===== src/rtl/cell_pipe_pkg.sv =====
// rtl/cell_pipe_pkg.sv - shared cell-pipeline defaults, state encoding and helpers
package cell_pipe_pkg;

    localparam int DEF_CELL_WIDTH = 768;
    localparam int DEF_CELL_NUM   = 1200;
    localparam int DEF_BEAT_WIDTH = 256;

    localparam logic [1:0] ST_IDLE  = 2'd0;
    localparam logic [1:0] ST_FILL  = 2'd1;
    localparam logic [1:0] ST_FLUSH = 2'd2;
    localparam logic [1:0] ST_START = 2'd3;

    // Counter width that never collapses to zero bits for a single-beat cell
    function automatic int min1_clog2(input int n);
        int w;
        w = $clog2(n);
        return (w < 1) ? 1 : w;
    endfunction

endpackage


===== src/rtl/cell_store_packer.sv =====
// rtl/cell_store_packer.sv - packs upstream beats into cells and registers the cell write
module cell_packer
    import cell_pipe_pkg::*;
#(
    parameter int CELL_WIDTH = DEF_CELL_WIDTH,
    parameter int BEAT_WIDTH = DEF_BEAT_WIDTH,
    parameter int ADDR_W     = 11
) (
    input  logic                  clk,
    input  logic                  rst_n,
    input  logic                  clear,
    input  logic                  beat_accept,
    input  logic [BEAT_WIDTH-1:0] beat_data,
    input  logic [ADDR_W-1:0]     cell_addr,
    output logic                  cell_done,
    output logic                  wr,
    output logic [ADDR_W-1:0]     addr,
    output logic [CELL_WIDTH-1:0] data
);

    localparam int BEATS_PER_CELL = CELL_WIDTH / BEAT_WIDTH;
    localparam int BEAT_CNT_W     = min1_clog2(BEATS_PER_CELL);
    localparam logic [BEAT_CNT_W-1:0] LAST_BEAT = BEAT_CNT_W'(BEATS_PER_CELL - 1);

    logic [BEAT_CNT_W-1:0] beat_cnt;
    logic [CELL_WIDTH-1:0] asm_q;
    logic [CELL_WIDTH-1:0] asm_next;

    assign cell_done = beat_accept && (beat_cnt == LAST_BEAT);

    // Current beat merged into its lane so the last beat can go straight to the write stage
    always_comb begin
        asm_next = asm_q;
        asm_next[beat_cnt*BEAT_WIDTH +: BEAT_WIDTH] = beat_data;
    end

    // Beat counter and assembly register; clear only arrives while no beats flow
    always_ff @(posedge clk or negedge rst_n) begin
        if (!rst_n) begin
            beat_cnt <= '0;
            asm_q    <= '0;
        end else if (clear) begin
            beat_cnt <= '0;
        end else if (beat_accept) begin
            asm_q    <= asm_next;
            beat_cnt <= cell_done ? '0 : beat_cnt + BEAT_CNT_W'(1);
        end
    end

    // Write stage kept apart from assembly so the next cell's beat 0 overlaps the write
    always_ff @(posedge clk or negedge rst_n) begin
        if (!rst_n) begin
            wr   <= 1'b0;
            addr <= '0;
            data <= '0;
        end else begin
            wr <= cell_done;
            if (cell_done) begin
                addr <= cell_addr;
                data <= asm_next;
            end
        end
    end

endmodule


===== src/rtl/cell_store.sv =====
// rtl/cell_store.sv - captures one frame of beats into the Cell Cache and kicks the fetcher
module cell_store
    import cell_pipe_pkg::*;
#(
    parameter int CELL_WIDTH = DEF_CELL_WIDTH,
    parameter int CELL_NUM   = DEF_CELL_NUM,
    parameter int BEAT_WIDTH = DEF_BEAT_WIDTH
) (
    input  logic                          clk,
    input  logic                          rst_n,
    input  logic                          frame_start_i,
    input  logic [BEAT_WIDTH-1:0]         bwd_beat_data_i,
    input  logic                          bwd_beat_valid_i,
    output logic                          bwd_beat_ready_o,
    output logic                          fwd_cell_wr_o,
    output logic [$clog2(CELL_NUM)-1:0]   fwd_cell_addr_o,
    output logic [CELL_WIDTH-1:0]         fwd_cell_data_o,
    output logic                          cell_fetch_start_o,
    output logic                          busy_o
);

    localparam int CELL_ADDR_W = $clog2(CELL_NUM);
    localparam logic [CELL_ADDR_W-1:0] LAST_CELL = CELL_ADDR_W'(CELL_NUM - 1);

    logic [1:0]             state;
    logic [CELL_ADDR_W-1:0] cell_cnt;
    logic                   beat_accept;
    logic                   cell_done;
    logic                   frame_go;

    assign bwd_beat_ready_o   = (state == ST_FILL);
    assign beat_accept        = bwd_beat_valid_i && bwd_beat_ready_o;
    assign frame_go           = frame_start_i && (state == ST_IDLE);
    assign cell_fetch_start_o = (state == ST_START);
    assign busy_o             = (state != ST_IDLE);

    cell_packer #(
        .CELL_WIDTH (CELL_WIDTH),
        .BEAT_WIDTH (BEAT_WIDTH),
        .ADDR_W     (CELL_ADDR_W)
    ) u_packer (
        .clk         (clk),
        .rst_n       (rst_n),
        .clear       (frame_go),
        .beat_accept (beat_accept),
        .beat_data   (bwd_beat_data_i),
        .cell_addr   (cell_cnt),
        .cell_done   (cell_done),
        .wr          (fwd_cell_wr_o),
        .addr        (fwd_cell_addr_o),
        .data        (fwd_cell_data_o)
    );

    // Frame sequencing and cell counter; the last cell's write lands during FLUSH
    always_ff @(posedge clk or negedge rst_n) begin
        if (!rst_n) begin
            state    <= ST_IDLE;
            cell_cnt <= '0;
        end else begin
            case (state)
                ST_IDLE: begin
                    if (frame_start_i) begin
                        state    <= ST_FILL;
                        cell_cnt <= '0;
                    end
                end
                ST_FILL: begin
                    if (cell_done) begin
                        cell_cnt <= cell_cnt + CELL_ADDR_W'(1);
                        if (cell_cnt == LAST_CELL) begin
                            state <= ST_FLUSH;
                        end
                    end
                end
                ST_FLUSH: state <= ST_START;
                ST_START: state <= ST_IDLE;
                default:  state <= ST_IDLE;
            endcase
        end
    end

endmodule


===== config.mk =====
export PLATFORM = sky130hd
export DESIGN_NAME = cell_store
export DESIGN_NICKNAME = d
export VERILOG_FILES = /design/src/rtl/cell_pipe_pkg.sv /design/src/rtl/cell_store_packer.sv /design/src/rtl/cell_store.sv
export SDC_FILE = /design/constraint.sdc
export NUM_CORES = 2
export LEC_CHECK = 0
export CORE_AREA = 10 10 396 398
export DETAILED_ROUTE_END_ITERATION = 10
export DIE_AREA = 0 0 406 408
export GPL_ROUTABILITY_DRIVEN = 0
export GPL_TIMING_DRIVEN = 1
export PLACE_DENSITY = 0.66
export SYNTH_ARGS = -nofsm -noshare
export SYNTH_HDL_FRONTEND = slang
export SYNTH_SLANG_ARGS = --single-unit

===== constraint.sdc =====
create_clock -name clk -period 2.6 [get_ports clk]
set_clock_uncertainty 0.15 [all_clocks]
set_input_delay 0.65 -clock clk [delete_from_list [all_inputs] [get_ports clk]]
set_output_delay 0.65 -clock clk [all_outputs]
set_load 0.005 [all_outputs]

; ---- Yosys cells after proc, flatten, opt, wreduce, memory -nomap -nowiden
; Index checks and enable logic that the tools add are counted.
; W data, S select, Z words.
[totals]
out_inout_bits = 783
reg_bits = 1563
in_bits = 260
[op_classes]
bitwise = 1
shift = 2
n_addsub = 3
muxes = 11
eq_ne = 8
reduce_logical = 10
[ops]
columns = cell, count
row1 = $bwmux W768, 1
row2 = $shift A256 B34 Y768 const A, 1
row3 = $shiftx A256 B34 Y768, 1
row4 = $neg A10 Y34, 1
row5 = $mux W11, 2
row6 = $pmux W11 S2, 1
row7 = $mux W2, 6
row8 = $add A11 B1 Y11 const B, 1
row9 = $eq A11 B11 Y1 const B, 1
row10 = $pmux W2 S4, 1
row11 = $eq A2 B2 Y1 const B, 3
row12 = $reduce_and A3 Y1, 2
row13 = $reduce_bool A2 Y1, 3
row14 = $ne A2 B1 Y1 const B, 2
row15 = $logic_and A1 B1 Y1, 3
row16 = $add A2 B1 Y2 const B, 1
row17 = $eq A2 B1 Y1 const B, 1
row18 = $logic_not A2 Y1, 1
row19 = $ne A2 B2 Y1 const B, 1
row20 = $reduce_and A2 Y1, 1
row21 = $not A1 Y1, 1

; ---- Logic depth before layout (Yosys ltp)
[depth]
depth_word = 6
depth_mapped = 10

; ---- By module
; From an unflattened synthesis, not the netlist that was laid out.
[unflattened]
hier_cells = 4239
area_unflattened_um2 = 52335.2
[by_module_without_submodules]
columns = module, n_inst, area_per_inst_um2, seq_area_each_um2, cells_per_inst
row1 = cell_packer, 1, 51509.4, 32381.1, 4152
row2 = cell_store, 1, 825.8, 325.3, 87

; ---- Least setup slack after synthesis
; No wires, ideal clock.
[synth_path]
path_kind = register -> register
from = register u_packer.beat_cnt[0]
to = register u_packer.asm_q[512]
required_ns = 2.384
t_arrival_ns = 2.107
setup_slack_ns = 0.277
setup_time_ns = 0.066
synth_period_minus_slack_ns = 2.323
path_stages_with_launch = 10
cell_sequence = dfrtp_1 > inv_1 > ha_1 > or3b_1 > nor3_2 > and2_1 > buf_2 > buf_4 > buf_2 > a22o_1
[synth_via]
elab_chain_len = 3
elab_cells_between_ends = 4
cone_classes = add/sub (1) / shift (2) / mux (1)
[synth_lines]
columns = element, line
row1 = "start, declared", cell_store_packer.sv:25  ; logic [BEAT_CNT_W-1:0] beat_cnt;
row2 = "start signal, assigned", cell_store_packer.sv:46  ; beat_cnt <= cell_done ? '0 : beat_cnt + BEAT_CNT_W'(1);
row3 = $neg A10 Y34 (*), cell_store_packer.sv:34  ; asm_next[beat_cnt*BEAT_WIDTH +: BEAT_WIDTH] = beat_data;
row4 = $shiftx A256 B34 Y768 / $shift A256 B34 Y768 (equally long branches), cell_store_packer.sv:34
row5 = $bwmux W768 (*), cell_store_packer.sv:34
row6 = "end signal, assigned", cell_store_packer.sv:45  ; asm_q <= asm_next;
row7 = "end, declared", cell_store_packer.sv:26  ; logic [CELL_WIDTH-1:0] asm_q;
; Mark *: on every way between the ends. The rest lies on a longest branch, timed or not.
; A chain may end at the register's enable or synchronous reset.

; ---- Final worst setup path
[layout_path]
from = register u_packer.data[206]
to = output fwd_cell_data_o[206]
[layout_rtl]
columns = element, line
row1 = "start, declared", cell_store_packer.sv:18  ; output logic [CELL_WIDTH-1:0] data
row2 = "start signal, assigned", cell_store_packer.sv:60  ; data <= asm_next;
row3 = "end, declared", cell_store.sv:17  ; output logic [CELL_WIDTH-1:0] fwd_cell_data_o,
; No word-level cell between the ends.

==> impl_metrics.py <==
metrics = {
    "status": {
        "status": "finished clean",
    },
    "setup_path": {
        "max_stage_delay_ps": 540,
        "worstPathMaxFanout": 2,
        "crit_path_end_kind": "primary output",
        "crit_path_start_kind": "register",
        "required_ps": 1800,
        "path_cells": "clkdlybuf4s50_1",
        "cp_slowest_cell": "clkdlybuf4s50_1",
        "crit_family": "buffers and inverters",
        "cp.arrival_ps": 1750,
        "crit_type": "reg -> out",
        "crit_buf_inv": 1,
    },
    "die": {
        "start_util_pct": 41.19,
        "ios": 1043,
        "die-area_mm2": 0.1656,
        "rows": 142,
        "die_y_um": 408,
        "die_x_um": 406,
        "core_area_mm2": 0.1489,
    },
    "timing": {
        "drv_slew": 0,
        "max_freq_mhz": 391.9,
        "setup_violations": 0,
        "period_share_pct": 98.13,
        "report.final.hold_viol_count": 0,
        "finalSetupTns_ps": 0,
        "tightest_slew_ps": 750.7,
        "slew_headroom_pct": 49.95,
        "timing.hold.ws_ps": 298.5,
        "min_period_ps": 2551,
        "rsz0062_at_grt": "yes",
    },
    "yosys": {
        "synthCells": 5283,
        "synth_warnings": 0,
        "yosys.area.top_type": "dfrtp_1",
        "yosysMostFrequentCell": "dfrtp_1",
        "synth_seq_cells": 1563,
        "synth.avg_cell_area_um2": 11.61,
        "synthSimpleGateAreaFrac_pct": 10.07,
        "yosys-top-cells-area": "dfrtp_1 64%, a221oi_1 11%, a22o_1 11%",
        "ys.flop_type": "dfrtp_1",
        "ys_seq_area_share_pct": 63.78,
        "netlist_area_mm2": 0.06132,
        "synthMuxAreaShare_pct": 0.05101,
        "synth_xor_area_share_pct": 0.05713,
        "synth_top_family_by_area": "compound AO/OA/AOI/OAI gates",
        "syn_nets": 5554,
        "synthAdderAreaFrac_pct": 0.2244,
        "synthDistinctLibCells": 45,
        "synth_compound_area_share_pct": 22.18,
        "ys_async_sr_fraction_pct": 100.0,
        "synth-edff-count": 0,
        "ys_top_cells_by_count": "1563 x dfrtp_1, 1543 x nor2_1, 768 x a221oi_1, 768 x a22o_1, 362 x clkbuf_1",
        "synth_top_cell_area_share_pct": 63.78,
    },
    "routing": {
        "wire_per_inst_um": 28.18,
        "wl_met2_mm": 109.1,
        "drc": 0,
        "met1_length_mm": 96.78,
        "drtAntennaViolNets": 0,
        "met3WireLength_mm": 22.99,
        "vias_per_cell": 6.134,
        "drt-initial-drc-count": 5900,
        "vias": 52310,
        "dr.max_layer_used": "met5",
        "first_pass_iters": 6,
        "drt_wl_total_mm": 240.3,
    },
    "placement": {
        "dp_hpwl_mm": 164.6,
        "portBuffers": 1042,
        "place_area_mm2": 0.07698,
    },
    "global_routing": {
        "antenna_found_initial": 41,
        "grt_pass1_vias": 51970,
        "grt_overflow_total": 0,
        "grt_max_degree": 107,
        "grt_use_total_pct": 27.97,
        "grt_pass1_wl_mm": 355.4,
    },
    "hold_path": {
        "hold_path_class": "in -> async",
    },
    "cts": {
        "cts_tree": "done",
        "clock-sinks": 1563,
        "cts_root_buffer": "clkbuf_16",
        "clock_path_buffers": 3,
        "path_clk_slew_ps": 60,
        "insertion_delay_ps": 800,
        "numCtsBuffers": 165,
        "h-tree-depth": 4,
    },
    "cells_and_area": {
        "nNetsFinal": 6691,
        "final_util_pct": 55.65,
        "final_area_mm2": 0.08286,
        "final_layout_size_suffix_gt1_share_pct": 11.51,
        "area_growth_syn_to_layout_pct": 35.12,
    },
    "power": {
        "p_per_area_mw_per_mm2": 1313,
        "leakagePower_uw": 0.03793,
        "max-vdd-ir-drop_mv": 0.8925,
    },
    "run": {
        "cap_violations": 0,
    },
}
## metrics by stage
step                total power (uW)  worst slack [ps]  cells
floorplan                      58930             277.1   5283
global placement               84470            -376.5   8153
detailed placement             85290            -344.6   8153
CTS                           109000            -2.938   8485
global route                  114400            -3.231   8521
finish                        108800             48.52   8527
## where the power goes
group | leakage, uW | switching, uW | total [uW] | internal [uW]
logic | 0.0152 | 19600 | 39800 | 20300
clock network | 0.00274 | 10100 | 24500 | 14400
registers | 0.0200 | 8770 | 44500 | 35700
total | 0.0379 | 38400 | 109000 | 70400
## per-layer routing
metal	vias to the layer above	GRT usage [%]
li1	21860	-
met1	26960	37.83
met2	2990	41.91
met3	478	7.320
met4	18	12.93
met5	-	0
## worst paths after layout
kind | from | endpoint | slack, ps | depth (start not counted)
worst max-delay path | u_packer.data[206]$_DFFE_PN0P_ | fwd_cell_data_o[206] | 50 | 1
worst min-delay path | rst_n | u_packer.data[471]$_DFFE_PN0P_ | 300 | 2
worst max register to register | u_packer.beat_cnt[1]$_DFFE_PN0P_ | u_packer.asm_q[536]$_DFFE_PN0P_ | 80 | 9
worst min register to register | u_packer.asm_q[766]$_DFFE_PN0P_ | u_packer.asm_q[766]$_DFFE_PN0P_ | 350 | 1
max in group asynchronous | rst_n | u_packer.data[409]$_DFFE_PN0P_ | 930 | 4
min in group clk | u_packer.asm_q[766]$_DFFE_PN0P_ | u_packer.asm_q[766]$_DFFE_PN0P_ | 350 | 1
## state kept, by name, indices dropped and copies added, names as in the netlist
name,flops
u_packer.addr,11
u_packer.beat_cnt,2
u_packer.asm_q,768
cell_cnt,11
u_packer.wr,1
state,2
u_packer.data,768
## area by class of cell
| class | instances | area (um2) |
|---|---|---|
| timing repair buffer | 1485 | 15420 |
| antenna | 31 | 77.57 |
| sequential | 1563 | 39150 |
| clock inverter | 52 | 719.4 |
| fill | 12490 | 66030 |
| multi-input combinational | 3196 | 20110 |
| tap | 1944 | 2432 |
| inverter | 9 | 66.31 |
| clock buffer | 247 | 4885 |
## layout by cell type, fill, tap and decap left out, drive strengths merged, types with 31 or more instances in the layout
cell	netlist	layout
buf	153	440
a221oi	768	768
clkbuf	362	251
a22o	768	768
nand2	46	46
clkdlybuf4s50	0	757
diode	0	31
dfrtp	1563	1563
nor2	1543	1543
dlygate4sd2	0	269
## logic make-up (layout without fill, tap and decap cells)
| kind of cell | count (synthesis) | in the layout |
|---|---|---|
| buffers and inverters | 524 | 1793 |
| and+or+nand+nor | 1620 | 1620 |
| AOI/OAI and AO/OA | 1558 | 1558 |
| other | 0 | 31 |
| xor gates and xnor gates | 4 | 4 |
| muxes | 3 | 3 |
| adders and majority gates | 11 | 11 |
| DFF | 1563 | 1563 |
## timing repair
action / in CTS / in global routing
pin swaps: 2 / 2
hold buffers: 1 / 0
hold endpoints to repair: 21 / 0
resized for setup: 318 / 17
buffers inserted: 32 / 7
cloned: 0 / 4
setup endpoints to repair: 324 / 561
No activity file was read; power rests on OpenSTA's default activity.
